==> config.mk <==
export PLATFORM = sky130hd
export DESIGN_NAME = mod_mem_port
export DESIGN_NICKNAME = d
export VERILOG_FILES = /design/src/rtl/mod_mem_port.sv
export SDC_FILE = /design/constraint.sdc
export NUM_CORES = 1
export LEC_CHECK = 0
export CORE_ASPECT_RATIO = 1.5
export CORE_UTILIZATION = 49
export CTS_BUF_LIST = sky130_fd_sc_hd__clkbuf_16
export DETAILED_ROUTE_END_ITERATION = 6
export GPL_ROUTABILITY_DRIVEN = 0
export PLACE_DENSITY = 0.86
export RECOVER_POWER = 25
export SYNTH_ARGS = -nofsm -noshare
export SYNTH_HDL_FRONTEND = slang
export SYNTH_SLANG_ARGS = --single-unit
==> constraint.sdc <==
create_clock -name clk -period 2.7 [get_ports clk]
set_input_delay 0.405 -clock clk [delete_from_list [all_inputs] [get_ports clk]]
set_output_delay 0.405 -clock clk [all_outputs]
set_load 0.02 [all_outputs]
==> src/rtl/mod_mem_port.sv <==
// Memory-access stage: issues one data-memory request per LW/SW and returns the write-back value.
// Latency: accept cycle + BUSY until mem_ack (or TIMEOUT cycles) + one DONE cycle; min 3 cycles.
// Backpressure: stall is high from the accept cycle through BUSY and drops in DONE to retire the op.
module mod_mem_port #(
    parameter int TIMEOUT = 16
) (
    input  logic        clk,
    input  logic        rst,
    input  logic        memenable,
    input  logic        memwrite,
    input  logic [15:0] aluout,
    input  logic [15:0] SrcData2,
    output logic        mem_req,
    output logic        mem_we,
    output logic [15:0] mem_addr,
    output logic [15:0] mem_wdata,
    input  logic [15:0] mem_rdata,
    input  logic        mem_ack,
    output logic        stall,
    output logic [15:0] wbdata,
    output logic        mem_err,
    output logic [15:0] stall_count
);

    typedef enum logic [1:0] {
        IDLE = 2'd0,
        BUSY = 2'd1,
        DONE = 2'd2
    } state_t;

    // Last BUSY cycle index before the access is abandoned.
    localparam logic [7:0] CNT_LAST = 8'(TIMEOUT - 1);

    state_t      state;
    state_t      state_nxt;
    logic [7:0]  cnt;
    logic [15:0] addr_q;
    logic [15:0] data_q;
    logic        we_q;
    logic [15:0] ldata_q;
    logic        err_q;
    logic [15:0] stall_count_q;
    logic        busy;
    logic        timeout_hit;

    assign busy        = (state == BUSY);
    assign timeout_hit = (cnt == CNT_LAST);

    // Next-state and stall decode; stall in IDLE follows memenable so the accept cycle freezes too.
    always_comb begin
        state_nxt = state;
        stall     = 1'b0;
        case (state)
            IDLE: begin
                stall = memenable;
                if (memenable) begin
                    state_nxt = BUSY;
                end
            end
            BUSY: begin
                stall = 1'b1;
                if (mem_ack || timeout_hit) begin
                    state_nxt = DONE;
                end
            end
            DONE: begin
                state_nxt = IDLE;
            end
            default: begin
                state_nxt = IDLE;
            end
        endcase
    end

    // State register.
    always_ff @(posedge clk) begin
        if (!rst) begin
            state <= IDLE;
        end else begin
            state <= state_nxt;
        end
    end

    // Request latches, timeout counter, load-data capture and the timeout error pulse.
    always_ff @(posedge clk) begin
        if (!rst) begin
            addr_q  <= 16'h0000;
            data_q  <= 16'h0000;
            we_q    <= 1'b0;
            cnt     <= 8'd0;
            ldata_q <= 16'h0000;
            err_q   <= 1'b0;
        end else begin
            err_q <= busy && !mem_ack && timeout_hit;
            case (state)
                IDLE: begin
                    if (memenable) begin
                        addr_q <= aluout & 16'hFFFE;
                        data_q <= SrcData2;
                        we_q   <= memwrite;
                        cnt    <= 8'd0;
                    end
                end
                BUSY: begin
                    // Ack takes priority over a coincident timeout.
                    if (mem_ack) begin
                        ldata_q <= mem_rdata;
                    end else if (timeout_hit) begin
                        ldata_q <= 16'h0000;
                    end else begin
                        cnt <= cnt + 8'd1;
                    end
                end
                default: begin
                end
            endcase
        end
    end

    // Saturating count of stalled cycles, cleared only by reset.
    always_ff @(posedge clk) begin
        if (!rst) begin
            stall_count_q <= 16'h0000;
        end else if (stall && (stall_count_q != 16'hFFFF)) begin
            stall_count_q <= stall_count_q + 16'd1;
        end
    end

    // Memory-side outputs come from state and latches only; they read 0 outside BUSY.
    assign mem_req     = busy;
    assign mem_we      = busy & we_q;
    assign mem_addr    = busy ? addr_q : 16'h0000;
    assign mem_wdata   = busy ? data_q : 16'h0000;
    assign mem_err     = err_q;
    assign stall_count = stall_count_q;

    // Loads retire the captured data in DONE; everything else forwards the ALU result.
    assign wbdata = ((state == DONE) && !we_q) ? ldata_q : aluout;

endmodule

======== After elaboration in Yosys (flattened, before gate mapping) ========
Cells that the tools add are included.
storage, ports and cells
  flip-flop bits (word level) ............. 75
  bits of input ports ..................... 53
  output and inout bits ................... 68
  logic and storage cells ................. 46
operators by class
  add/sub/neg operators ................... 2
  equality and inequality tests ........... 8
  muxes and demuxes ....................... 13
  bitwise operators ....................... 1
  reduce and logical (&&, ||, !) cells .... 14
operators by type and width
  cell                                                  number
  two-way mux 16 bit                                    5
  two-way mux 8 bit                                     3
  adder 16 x 1 -> 16 bit (second input constant)        1
  != test 16 bit (second input constant)                1
  case mux 8 bit (2 select lines)                       1
  adder 8 x 1 -> 8 bit (second input constant)          1
  equality test 8 x 4 -> 1 bit (second input constant)  1
  != test 2 bit (second input constant)                 3
  AND reduction 2 bit                                   3
  logical AND 1 bit                                     4
  two-way mux 2 bit                                     2
  case mux 2 bit (2 select lines)                       1
  AND reduction 4 bit                                   1
  nonzero test 2 bit                                    2
  equality test 2 x 1 -> 1 bit (second input constant)  1
  equality test 2 bit (second input constant)           1
  logical NOT 1 bit                                     2
  logical NOT 2 bit                                     1
  != test 2 x 1 -> 1 bit (second input constant)        1
  case mux 1 bit (2 select lines)                       1
  AND 1 bit                                             1
  logical OR 1 bit                                      1

======== Depth between registers and ports, before layout ========
  depth in word-level cells ............... 4
  depth in mapped cells ................... 7
  gate-level depth less buffers ........... 5

======== Worst setup path before layout ========
OpenSTA, ideal clock, no wires.
  path type ............................... register -> output
  start ................................... reg state[1]
  end ..................................... out wbdata[10]
  arrival ................................. 1,504 ps
  data required time ...................... 2,295 ps
  path slack .............................. 791 ps
  stages on the path, launching flop included .. 4
  path buffers ............................ 1
  cell sequence ........................... dfxtp_1 -> nor3b_2 -> clkbuf_1 -> mux2_2
on the way
  longest elaborated chain between the ends .. 3
ends and longest elaborated chain
  what                    RTL line  source
  start, declared         34        state_t state;
  start signal, assigned  80        state <= state_nxt;
  equality test 2 bit     138       assign wbdata = ((state == DONE) && !we_q) ? ldata_q : aluout;
  logical AND 1 bit       138
  two-way mux 16 bit      138
  end, declared           20        output logic [15:0] wbdata,
No other way between the ends.

======== Worst setup path in the final report ========
  start ................................... reg state[0]
  end ..................................... out mem_addr[3]
on the way
  longest elaborated chain between the ends .. 2
ends and longest elaborated chain
  what                          RTL line  source
  equality test 2 x 1 -> 1 bit  46        assign busy = (state == BUSY);
  two-way mux 16 bit            132       assign mem_addr = busy ? addr_q : 16'h0000;
  end, declared                 15        output logic [15:0] mem_addr,
No other way between the ends.

==> impl_metrics.toml <==
[flow_run]
max_cap_violations = 0

[clock_tree]
cts_buffers = 9
htreeDepth = 3
clk_pin_slew_worst_paths_ns = 0.06
clock_latency_ns = 0.33
cts_buffer_depth = 2
cts_root_buf = "clkbuf_16"
post-cts-setup-buffers = 0
clock-sinks = 75
ctsResizeCount = 0
cts_tree = "yes"
postCtsHoldBufs = 0

[power]
p_int_w = 0.001944
power_density_mw_per_mm2 = 528.4
peakVddDrop_mv = 0.3602
p_sw_w = 0.0006726
total_power_w = 0.002616
switching_share = 0.2571
p_clk_frac = 0.403
p_leak_nw = 1.772
power_frac_seq = 0.450
pwr-share-comb = 0.147

[logic_synthesis]
ys_ff_latch = 75
synth-xor-area-share = 0.002537
synth_top_family_by_area = "simple AND/OR/NAND/NOR gates"
avgSynthCellArea_um2 = 7.954
synth_fa_ha_area_frac = 0.007249
syn_nets = 489
muxShareOfSynthArea = 0.05799
yosys_warnings = 0
synthSimpleGateAreaFrac = 0.2798
synth_flop_cell = "dfxtp_1"
yosysSeqAreaShare = 0.4349
synthArstFlopShare = 0
synth_compound_area_frac = 0.1769
synth-edff-count = 0
syn_area_mm2 = 0.003452
synthCells = 434
synth_cell_types = 46

[setup_path]
critical_path_required_ns = 2.30
cp.arrival_ns = 2.12
r2r_slack_ns = 0.51
critPathLaunchType = "flop"
path_class = "reg2out"
endpoint_kind = "output port"
ff2ff_path_depth = 5
cp_max_fo = 39

[sta]
finalSetupViolCount = 0
timing.final.max_slew_violations = 0
worstMarginPinSlew_ns = 1.376
slew_headroom = 0.08262
rsz0062_at_grt = "no"
period_needed_ns = 2.525
hold_violations = 0
post-route-period-util = 0.9351
fin_hold_ws_ns = 0.4481
max_freq_mhz = 396.1
setup_tns_ns = 0
finClkSkew_ns = 0.003769

[routing]
firstDrtPassIters = 7
postRouteWirelength_mm = 9.670
viasPerCell = 5.631
routedWlPerCell_um = 15.45
drc = 11
ant_nets = 0
vias = 3525
drt-initial-drc-count = 379

[grt]
grt_usage = 0.2682
grt_overflow_total = 0
antenna_found_initial = 0
grt_pass1_wl_mm = 15.70
grt_max_degree = 66
grt_pass1_vias = 3339

[run_status]
violations = "DRC"
status = "finished, violations left"

[die]
ioPinCount = 121
die_x_um = 70.53
num_rows = 37
fp.dieH_um = 104.8
dieArea_mm2 = 0.007392
core_area_mm2 = 0.006852
start_util = 0.5038

[min_path]
hold_path_class = "reg2reg"
holdPathStages = 2

[finish]
final.fill_count = 532
nets = 599
fin_cells = 626
areaGrowthSynthToFinish_pct = 43.42
n_antenna_cell = 0
drive_above_1_share = 0.08029

[placement]
place_inst = 611
portBuffers = 119
dp_hpwl_mm = 6.456
worst paths after layout:
check	from	endpoint
max	state[0]	mem_addr[3]
min	data_q[6]	data_q[6]
max reg2reg	state[1]	cnt[7]
min reg2reg	data_q[6]	data_q[6]
sequential cells by signal, indices dropped and copies added (netlist names):
name / count
cnt: 8
ldata_q: 16
we_q: 1
state: 2
stall_count: 16
mem_err: 1
data_q: 16
addr_q: 15
power by group through the flow:
stage / Combinational [W] / Clock, W / Sequential (W)
floorplan: 0.000195 / 0 / 0.00120
global placement: 0.000376 / 0 / 0.00120
detailed placement: 0.000383 / 0 / 0.00120
CTS: 0.000386 / 0.00106 / 0.00118
global route: 0.000416 / 0.00111 / 0.00118
finish: 0.000384 / 0.00105 / 0.00118
kinds of logic after synthesis:
kind of cell | after synthesis
fa+ha+maj | 2
xor+xnor | 1
buf+inv | 35
flops | 75
other cells | 1
simple gates | 191
compound gates | 111
mux | 18
placed cells by master, fill, tap and decap left out, types with 3 or more instances in the layout:
master,Yosys,layout
nor3_1,4,4
clkinv_2,0,3
o31ai_1,6,6
clkbuf_16,0,9
nor2_1,9,9
and3_1,6,6
nand4_1,6,6
nor4_1,3,3
mux2_2,16,16
clkdlybuf4s50_1,0,117
o21ai_0,26,26
dfxtp_1,75,75
and4_1,4,4
nand3_1,10,10
inv_1,4,3
buf_4,1,8
and2_1,34,34
a21oi_1,66,66
nand2_1,92,92
or4_1,8,8
nand2b_1,3,3
or3_1,4,4
worst max-delay path, cell delays in order, from the launching register on:
cell and delay [ns]:
dfxtp_1 0.42, nand2b_1 0.11, inv_2 0.42, and2_1 0.21, clkdlybuf4s50_1 0.62
cell type report:
class,count,area [um2],area share
timing repair buffer,129,1260,0.2545
sequential,75,1501,0.3033
clock buffer,9,225.2,0.04549
multi-input combinational,324,1814,0.3664
inverter,5,18.77,0.003791
clock inverter,6,33.78,0.006823
tap,78,97.59,0.01971
stage by stage:
stage / setup slack (ns) / utilization / cell area [um2]
after floorplan: 0.7909 / - / 3452
after global placement: 0.3609 / 0.6857 / 4698
after detailed placement: 0.3294 / 0.6857 / 4698
after CTS: 0.1689 / 0.7235 / 4957
after global routing: 0.03142 / 0.7226 / 4951
final: 0.1753 / 0.7226 / 4951
routing by layer:
layer	wire, um	GRT usage	vias to the layer above
li1	-	-	1730
met1	3860	0.3222	1650
met2	5017	0.4632	122
met3	514	0.03761	23
met4	278	0.1329	0
met5	0	0	-
synth_stat cells (2+ instances only):
cell | number | share of area
mux2i_1 | 2 | 0.0058
o21ai_0 | 26 | 0.038
nor3_1 | 4 | 0.0058
o31ai_1 | 6 | 0.013
clkbuf_1 | 26 | 0.028
nor2_1 | 9 | 0.0098
nor4_1 | 3 | 0.0054
mux2_2 | 16 | 0.052
a21oi_1 | 66 | 0.096
ha_1 | 2 | 0.0072
buf_1 | 2 | 0.0022
inv_1 | 4 | 0.0043
nand2b_1 | 3 | 0.0054
and3_1 | 6 | 0.011
o31a_1 | 2 | 0.0051
or3_1 | 4 | 0.0072
and2_1 | 34 | 0.062
and4_1 | 4 | 0.010
nand2_1 | 92 | 0.10
or4_1 | 8 | 0.017
nand3_1 | 10 | 0.014
dfxtp_1 | 75 | 0.43
o21a_1 | 2 | 0.0043
nand4_1 | 6 | 0.011
Power figures use the tool's default switching activity.
